[config.mk]
export PLATFORM = sky130hd
export DESIGN_NAME = alu_seq
export DESIGN_NICKNAME = d
export VERILOG_FILES = /design/src/rtl/alu_seq.sv
export SDC_FILE = /design/constraint.sdc
export NUM_CORES = 1
export LEC_CHECK = 0
export CAP_MARGIN = 20
export CORE_ASPECT_RATIO = 0.7
export CORE_MARGIN = 4
export CORE_UTILIZATION = 45
export CTS_CLUSTER_SIZE = 24
export DETAILED_ROUTE_END_ITERATION = 8
export PLACE_DENSITY = 0.64
export RECOVER_POWER = 25
export SYNTH_ARGS = -nofsm -noshare
export SYNTH_HDL_FRONTEND = slang
export SYNTH_SLANG_ARGS = --single-unit
[constraint.sdc]
create_clock -name clk -period 6.6 [get_ports clk]
set_input_delay 1.98 -clock clk [delete_from_list [all_inputs] [get_ports clk]]
set_output_delay 1.98 -clock clk [all_outputs]
set_load 0.02 [all_outputs]
[src/rtl/alu_seq.sv]
// alu_seq: multi-cycle ALU. Single-cycle arithmetic, logic and load ops, plus iterative one-bit-per-cycle shifts.
// Define ALU_SEQ_MULDIV_EN to build the iterative MULU/DIVU datapath. Without it, every MULDIV code is undefined.
module alu_seq #(
    parameter int N  = 16,
    parameter int SW = 4
) (
    input  logic         clk,
    input  logic         resetN,
    input  logic         inValid,
    output logic         inReady,
    input  logic [N-1:0] operand1,
    input  logic [N-1:0] operand2,
    input  logic         carryIn,
    input  logic [2:0]   operationType,
    input  logic [2:0]   operation,
    output logic         outValid,
    input  logic         outReady,
    output logic [N-1:0] result,
    output logic [N-1:0] resultHigh,
    output logic         carryOut,
    output logic         zeroOut,
    output logic         negativeOut,
    output logic         errorOut,
    output logic [1:0]   fsmState
);

    // Handshake: a request is accepted on an edge where inValid && inReady; a result is consumed on an
    // edge where outValid && outReady. inReady is high only in IDLE, and outValid is high only in DONE.

    localparam int H  = N / 2;
    localparam int CW = SW + 1;

    localparam logic [2:0] TYPE_ALU    = 3'b000;
    localparam logic [2:0] TYPE_SHIFT  = 3'b001;
    localparam logic [2:0] TYPE_LOAD   = 3'b010;
    localparam logic [2:0] TYPE_MULDIV = 3'b011;

    localparam logic [2:0] SH_SHR  = 3'b000;
    localparam logic [2:0] SH_SHL  = 3'b001;
    localparam logic [2:0] SH_ASHR = 3'b010;
    localparam logic [2:0] SH_ROR  = 3'b011;
    localparam logic [2:0] SH_ROL  = 3'b100;

    typedef enum logic [1:0] {
        IDLE = 2'd0,
        EXEC = 2'd1,
        DONE = 2'd2
    } state_t;

    state_t        state;
    logic [CW-1:0] cnt;
    logic [2:0]    iterOp;
    logic [N-1:0]  shReg;
    logic          shCarry;

    logic [N-1:0]  scResult;
    logic [N-1:0]  scHigh;
    logic          scCarry;
    logic          scError;
    logic          scIter;
    logic [CW-1:0] scCount;
    logic [N:0]    arith;
    logic [N-1:0]  shNext;
    logic          shCarryNext;

`ifdef ALU_SEQ_MULDIV_EN
    localparam logic [2:0] MD_MULU = 3'b000;
    localparam logic [2:0] MD_DIVU = 3'b001;

    logic           iterMd;
    logic [N-1:0]   opB;
    logic [2*N-1:0] acc;
    logic [2*N-1:0] accNext;
    logic [N:0]     mulSum;
    logic [N:0]     divRem;
    logic [N+1:0]   divDiff;
    logic           divBit;
`endif

    assign fsmState = state;

    // Single-cycle results and the decision whether the request needs iterating.
    always_comb begin
        scResult = operand1;
        scHigh   = '0;
        scCarry  = carryIn;
        scError  = 1'b0;
        scIter   = 1'b0;
        scCount  = '0;
        arith    = '0;
        case (operationType)
            TYPE_ALU: begin
                case (operation)
                    3'b000:  arith = {1'b0, operand1} + {1'b0, operand2};
                    3'b001:  arith = {1'b0, operand1} + {1'b0, operand2} + {{N{1'b0}}, carryIn};
                    3'b010:  arith = {1'b0, operand1} - {1'b0, operand2};
                    3'b011:  arith = {1'b0, operand1} - {1'b0, operand2} - {{N{1'b0}}, carryIn};
                    default: arith = '0;
                endcase
                case (operation)
                    3'b100:  scResult = operand1 & operand2;
                    3'b101:  scResult = operand1 | operand2;
                    3'b110:  scResult = operand1 ^ operand2;
                    3'b111:  scResult = ~operand1;
                    default: begin
                        scResult = arith[N-1:0];
                        scCarry  = arith[N];
                    end
                endcase
            end
            TYPE_SHIFT: begin
                if (operation > SH_ROL) begin
                    scError = 1'b1;
                end else if (operand2[SW-1:0] != '0) begin
                    scIter  = 1'b1;
                    scCount = {1'b0, operand2[SW-1:0]};
                end
            end
            TYPE_LOAD: begin
                case (operation)
                    3'b000:  scResult = operand1;
                    3'b001:  scResult = {{H{1'b0}}, operand1[H-1:0]};
                    3'b010:  scResult = {{H{1'b0}}, operand1[N-1:H]};
                    3'b011:  scResult = {operand1[H-1:0], operand1[N-1:H]};
                    3'b100:  scResult = {operand2[N-1:H], operand1[H-1:0]};
                    3'b101:  scResult = {operand1[N-1:H], operand2[H-1:0]};
                    3'b110:  scResult = {{H{1'b0}}, operand1[H-1:0]};
                    default: scResult = {operand1[N-1:H], {H{1'b0}}};
                endcase
            end
            TYPE_MULDIV: begin
`ifdef ALU_SEQ_MULDIV_EN
                if (operation == MD_MULU) begin
                    scIter  = 1'b1;
                    scCount = CW'(N);
                end else if (operation == MD_DIVU) begin
                    if (operand2 == '0) begin
                        scResult = '1;
                        scHigh   = operand1;
                        scCarry  = 1'b0;
                        scError  = 1'b1;
                    end else begin
                        scIter  = 1'b1;
                        scCount = CW'(N);
                    end
                end else begin
                    scError = 1'b1;
                end
`else
                scError = 1'b1;
`endif
            end
            default: scError = 1'b1;
        endcase
    end

    // One shift step; the rotates treat {shCarry, shReg} as an (N+1)-bit ring.
    always_comb begin
        shNext      = shReg;
        shCarryNext = shCarry;
        case (iterOp)
            SH_SHR:  begin shNext = {1'b0, shReg[N-1:1]};      shCarryNext = shReg[0];   end
            SH_SHL:  begin shNext = {shReg[N-2:0], 1'b0};      shCarryNext = shReg[N-1]; end
            SH_ASHR: begin shNext = {shReg[N-1], shReg[N-1:1]}; shCarryNext = shReg[0];  end
            SH_ROR:  begin shNext = {shCarry, shReg[N-1:1]};   shCarryNext = shReg[0];   end
            SH_ROL:  begin shNext = {shReg[N-2:0], shCarry};   shCarryNext = shReg[N-1]; end
            default: ;
        endcase
    end

`ifdef ALU_SEQ_MULDIV_EN
    // acc starts as {0, operand1}: shift-add multiplier in the low half, or restoring-divide dividend.
    always_comb begin
        mulSum  = {1'b0, acc[2*N-1:N]} + {1'b0, opB & {N{acc[0]}}};
        divRem  = {acc[2*N-1:N], acc[N-1]};
        divDiff = {1'b0, divRem} - {2'b00, opB};
        divBit  = ~divDiff[N+1];
        if (iterOp == MD_MULU) begin
            accNext = {mulSum, acc[N-1:1]};
        end else begin
            accNext = {(divBit ? divDiff[N-1:0] : divRem[N-1:0]), acc[N-2:0], divBit};
        end
    end
`endif

    always_ff @(posedge clk or negedge resetN) begin
        if (!resetN) begin
            state       <= IDLE;
            inReady     <= 1'b1;
            outValid    <= 1'b0;
            result      <= '0;
            resultHigh  <= '0;
            carryOut    <= 1'b0;
            zeroOut     <= 1'b0;
            negativeOut <= 1'b0;
            errorOut    <= 1'b0;
            cnt         <= '0;
            iterOp      <= '0;
            shReg       <= '0;
            shCarry     <= 1'b0;
`ifdef ALU_SEQ_MULDIV_EN
            iterMd      <= 1'b0;
            opB         <= '0;
            acc         <= '0;
`endif
        end else begin
            case (state)
                IDLE: begin
                    if (inValid) begin
                        inReady <= 1'b0;
                        if (scIter) begin
                            state   <= EXEC;
                            cnt     <= scCount;
                            iterOp  <= operation;
                            shReg   <= operand1;
                            shCarry <= carryIn;
`ifdef ALU_SEQ_MULDIV_EN
                            iterMd  <= (operationType == TYPE_MULDIV);
                            opB     <= operand2;
                            acc     <= {{N{1'b0}}, operand1};
`endif
                        end else begin
                            state       <= DONE;
                            outValid    <= 1'b1;
                            result      <= scResult;
                            resultHigh  <= scHigh;
                            carryOut    <= scCarry;
                            zeroOut     <= (scResult == '0);
                            negativeOut <= scResult[N-1];
                            errorOut    <= scError;
                        end
                    end
                end
                EXEC: begin
                    cnt     <= cnt - CW'(1);
                    shReg   <= shNext;
                    shCarry <= shCarryNext;
`ifdef ALU_SEQ_MULDIV_EN
                    acc     <= accNext;
`endif
                    if (cnt == CW'(1)) begin
                        state    <= DONE;
                        outValid <= 1'b1;
                        errorOut <= 1'b0;
`ifdef ALU_SEQ_MULDIV_EN
                        if (iterMd) begin
                            result      <= accNext[N-1:0];
                            resultHigh  <= accNext[2*N-1:N];
                            carryOut    <= 1'b0;
                            negativeOut <= accNext[N-1];
                            zeroOut     <= (iterOp == MD_MULU) ? (accNext == '0) : (accNext[N-1:0] == '0);
                        end else
`endif
                        begin
                            result      <= shNext;
                            resultHigh  <= '0;
                            carryOut    <= shCarryNext;
                            negativeOut <= shNext[N-1];
                            zeroOut     <= (shNext == '0);
                        end
                    end
                end
                DONE: begin
                    if (outReady) begin
                        state    <= IDLE;
                        outValid <= 1'b0;
                        inReady  <= 1'b1;
                    end
                end
                default: begin
                    state    <= IDLE;
                    inReady  <= 1'b1;
                    outValid <= 1'b0;
                end
            endcase
        end
    end

endmodule

## Word-level counts from Yosys, hierarchy flattened

Cells that the tools add are included.

| cells by class | value |
|---|---|
| add/sub/neg operators | 5 |
| magnitude comparators | 1 |
| eq/ne operators | 21 |
| mux-type cells | 62 |
| bitwise logic cells | 5 |
| reductions and logical operators | 19 |

Operators with widths:

| operator | count |
|---|---|
| $mux 16 | 8 |
| $pmux 16 s2 | 4 |
| $pmux 16 s6 | 1 |
| $pmux 16 s5 | 1 |
| $pmux 17 s4 | 1 |
| $pmux 16 s4 | 1 |
| $logic_not 16->1 | 2 |
| $mux 1 | 26 |
| $add 16x16->17 | 1 |
| $add 17x1->17 | 1 |
| $sub 16x16->17 | 1 |
| $sub 17x1->17 | 1 |
| $and 16x16->16 | 1 |
| $not 16->16 | 1 |
| $or 16x16->16 | 1 |
| $xor 16x16->16 | 1 |
| $eq 3x2->1 const B | 5 |
| $eq 3x3->1 const B | 5 |
| $pmux 1 s2 | 7 |
| $mux 4 | 3 |
| $reduce_and 3->1 | 4 |
| $mux 5 | 2 |
| $ne 2x2->1 const B | 5 |
| $pmux 5 s2 | 1 |
| 18 further kinds | 29 |

| word-level totals | value |
|---|---|
| register bits | 65 |
| input port bits | 43 |
| output and inout port bits | 40 |

## Logic depth before layout (Yosys ltp)

| logic depth | value |
|---|---|
| depth in word-level cells | 9 |
| gate-level depth with buffers | 17 |
| mapped depth without buffers | 17 |

## Least setup slack after synthesis

No wires, ideal clock.

| timing path | value |
|---|---|
| path type | input-to-reg |
| from | input port operand1[0] |
| to | register zeroOut |
| arrival time | 5.556 ns |
| slack | 0.968 ns |
| cell stages on the path | 13 |
| path buffers | 0 |
| path through | ha_1 > fa_1 > a211o_1 > a41o_4 > xnor2_4 > and4bb_4 > nand4_2 > xnor2_1 > and2_0 > o311a_1 > or4_1 > or4_1 > o21ai_1 |

| on the way | value |
|---|---|
| cells in the longest elaborated chain, start to end | 9 |
| elaborated cells between the ends (all ways) | 16 |

Ends and longest elaborated chain:

| element | RTL line | source |
|---|---|---|
| start: declaration | 11 | `input logic [N-1:0] operand1,` |
| $sub 16x16->17 / $add 16x16->17 (equally long branches) | n/a |  |
| $sub 17x1->17 / $add 17x1->17 (equally long branches) | 97, 95 |  |
| $pmux 17 s4 | 93 | `case (operation)` |
| $pmux 16 s4 | 100 | `case (operation)` |
| $pmux 16 s2 (*) | 91 | `case (operationType)` |
| $logic_not 16->1 (*) | 228 | `zeroOut <= (scResult == '0);` |
| $mux 1 (*) | 211 | `if (scIter) begin` |
| $mux 1 (*) | 209 | `if (inValid) begin` |
| $pmux 1 s2 (*) | 207 | `case (state)` |
| end signal: assignment | 228 |  |
| end signal: assignment | 259 | `zeroOut <= (shNext == '0);` |
| end: declaration | 21 | `output logic zeroOut,` |

Every way passes the cells marked *; elsewhere a longest branch is shown, timed or not. The select of a mux whose other input is x is not followed.
A chain may end at the register's enable or synchronous reset.

## Worst setup path after layout

Ends and elaborated chain as after synthesis.

==> metrics <==
period utilization 0.9535; top cells by count, synth nand2_1, nor2_1, a21oi_1; Final Hold Slack 0.4805 ns; vias 8,154; Max FO, Critical Path 6; #FFs+latches synth 48; R2R setup slack ~3.3 ns; RSZ-0062 raised after global routing false; Nets between 1,000 and 1,500; WL/cell roughly 20 um; Seq/Total Area, Yosys 0.1616; Levels on crit path 17; placer congestion estimate around 0.96; crit start category input port; nature of the critical path endpoint flop; area of the die roughly 19,000 um^2; crit path kind in -> reg; worst slew pin tran 2.636 ns; # DRC 0; worst vdd ir roughly 0.00014 V; M1 wire length 12,410 um; worst hold path class reg -> reg; Synth Warn # 0; critical-path cell list clkdlybuf4s50_1 > inv_1 > ha_1 > inv_1 > fa_1 > inv_1 > ha_1 > and2_1 > a311o_1 > o2111ai_1 > nor3_1 > a31o_1 > a21oi_1 > o311a_1 > or4_1 > or4_1 > o21ai_1; maxcap violations 1; placed insts ~1,300; cell mode on critical path inv_1; remaining global-route overflow 0; Register Area 1202 um^2; placed cell areas about 8300 um^2; CTS buffer count 5; Synth Area per Inst just over 7 um^2; Synth Flop Type dfrtp_1; Ports between 80 and 90; clock-pin slew on the worst setup and hold paths 0.06 ns; Area Growth Syn to Fin 14.18%; Port Buffers 66; most area-consuming cells after synthesis dfrtp_1, ha_1, nand2_1; Synth top area share 0.1581; worst setup margin 0.3068 ns; first-pass iteration count of the detailed router 5; H-tree Lvls 2; max-slew violations slightly below 50; leakage about 3.6 nW; post-route setup TNS 0 ns; antenna fix cells 0; worst-skew pair later-pin latency 0.30 ns; run status finished, violations left; Multi-input gate area 5648 um^2; R2R depth 13; first-pass GRT wire length 40,910 um; FILL cells around 1,600; relative slew slack -0.7576; Horiz. Die Dim 161.7 um; Die Height 115.6 um; fmax about 0.16 GHz; Synth async-reset ratio 1.000; Synth cell types 100; final hold violations 0; # setup viols final 0; vias per cell roughly 6.2; Initial Util 0.4578; Met3 Wirelength around 2800 um; synthesized area approximately 7400 um^2; clock sinks 48; Core Footprint 16,250 um^2; Placement Rows 39; Root Driver clkbuf_16; Clock Path Buffers 2; most instantiated library cell after synthesis nand2_1; critical path's top delay family simple AND/OR/NAND/NOR gates; final wirelength around 26,000 um; HPWL Detailed between 20,000 and 25,000 um; worst path buffer plus inverter count 4; layout cells sized above 1 0.08233; largest net degree at the start of global routing 62; Syn Inst Count approximately 1,000; hold depth 2; cell area after layout approximately 8500 um^2; Worst path max stage delay between 0.5 and 0.6 ns; Global Route Usage Sum 0.2736; critical path required time between 6 and 7 ns; Yosys top cell by area dfrtp_1; DR iter-0 viols between 1,000 and 1,500; antenna violations before repair 0; Final min period approximately 6.3 ns; Hold-fix buffers, CTS 0; Post-synth EDFFs 0; antenna viol nets, final 0; failing checks max-capacitance violations, max-slew violations; met2 WL a little over 10,000 um; pwr/cell area ~240 nW/um^2; DP Worst Slack 0.08616 ns; CTS tree built; Highest Signal Layer met4; Setup Skew ~0.005 ns; CP max stage cell nor3_1; non-filler cells, final roughly 1,300; number of global-route vias before repair 7,273; Critical Path AT about 6.5 ns
## registers in the layout (all words and copies together), names as in the netlist
signal,cells
carryOut,1
inReady,1
fsmState,2
cnt,5
errorOut,1
shCarry,1
outValid,1
iterOp,3
shReg,16
result,16
zeroOut,1
## path summary, 6_finish.rpt
path,startpoint,endpoint
setup / recovery,operand1[0],zeroOut$_DFFE_PN0P_
hold / removal,result[8]$_DFFE_PN0P_,result[8]$_DFFE_PN0P_
setup reg to reg,cnt[1]$_DFFE_PN0P_,zeroOut$_DFFE_PN0P_
hold reg to reg,result[8]$_DFFE_PN0P_,result[8]$_DFFE_PN0P_
max in group asynchronous,resetN,result[14]$_DFFE_PN0P_
min in group asynchronous,resetN,fsmState[0]$_DFFE_PN0P_
## what timing repair did
action | CTS | global route
buffers inserted | 0 | 0
setup endpoints to repair | 0 | 1
resized for setup | 0 | 1
## logic make-up after synthesis
kind of cell             synth area share
XOR/XNOR                          0.04104
other                           0.0005041
flip-flops                         0.1616
AO/OA/AOI/OAI                      0.3245
adder cells (fa/ha/maj)            0.1046
AND/OR/NAND/NOR                    0.2452
multiplexers                      0.03465
buffers and inverters             0.08781
## stage by stage
step / utilization / total power, W
2_1_floorplan: - / 0.001357
3_3_place_gp: 0.5137 / 0.001750
3_5_place_dp: 0.5137 / 0.001759
4_1_cts: 0.5220 / 0.002018
5_1_grt: 0.5227 / 0.002200
6_report: 0.5227 / 0.002043
## per-layer routing
metal  global-route usage  up-vias
met4              0.06648        0
met1               0.4178     3795
met3              0.06221       53
met2               0.3883      453
met5                    0        -
li1                     -     3853
## power breakdown
part / switching, W / leakage [nW] / internal [W]
Combinational: 0.000704 / 2.92 / 0.000509
Sequential: 0.000147 / 0.599 / 0.000432
Clock: 0.000113 / 0.0667 / 0.000138
## cells in the final DEF (no fill, tap or decap), types with 7 or more instances in the layout
cell and instances:
a221o_1 16, conb_1 16, nor3_1 27, nor2b_1 10, o211ai_1 20, buf_4 44
a21oi_1 81, nand2b_1 14, a211o_1 7, a21o_1 11, inv_1 63, and3_1 9
a31oi_1 21, ha_1 59, a32oi_1 9, nand4_1 11, xor2_1 8, clkdlybuf4s50_1 63
nor2_1 91, a211oi_1 13, nor4_1 9, mux2i_1 10, o21ai_0 77, nand3_1 17
xnor2_1 20, and2_1 16, nand2_1 124, o31ai_1 10, dfrtp_1 47
## area by class of cell
type	instances	area share
multi-input combinational	850	0.6650
sequential	48	0.1416
timing repair buffer	112	0.1162
tap	225	0.03315
inverter	64	0.02829
clock buffer	6	0.01517
clock inverter	1	0.0005893
## worst register-to-register path: stages, from the launching register on
cell      delay (ns)
dfrtp_1         0.39
inv_1           0.10
ha_1            0.15
nand2_1         0.05
nor4_1          0.25
a31oi_1         0.07
or2_1           0.25
nor3_1          0.28
nand4b_1        0.13
nor3b_1         0.25
nand4b_1        0.15
or4_1           0.51
or4_1           0.48
o21ai_1         0.13
Power figures use the tool's default switching activity.
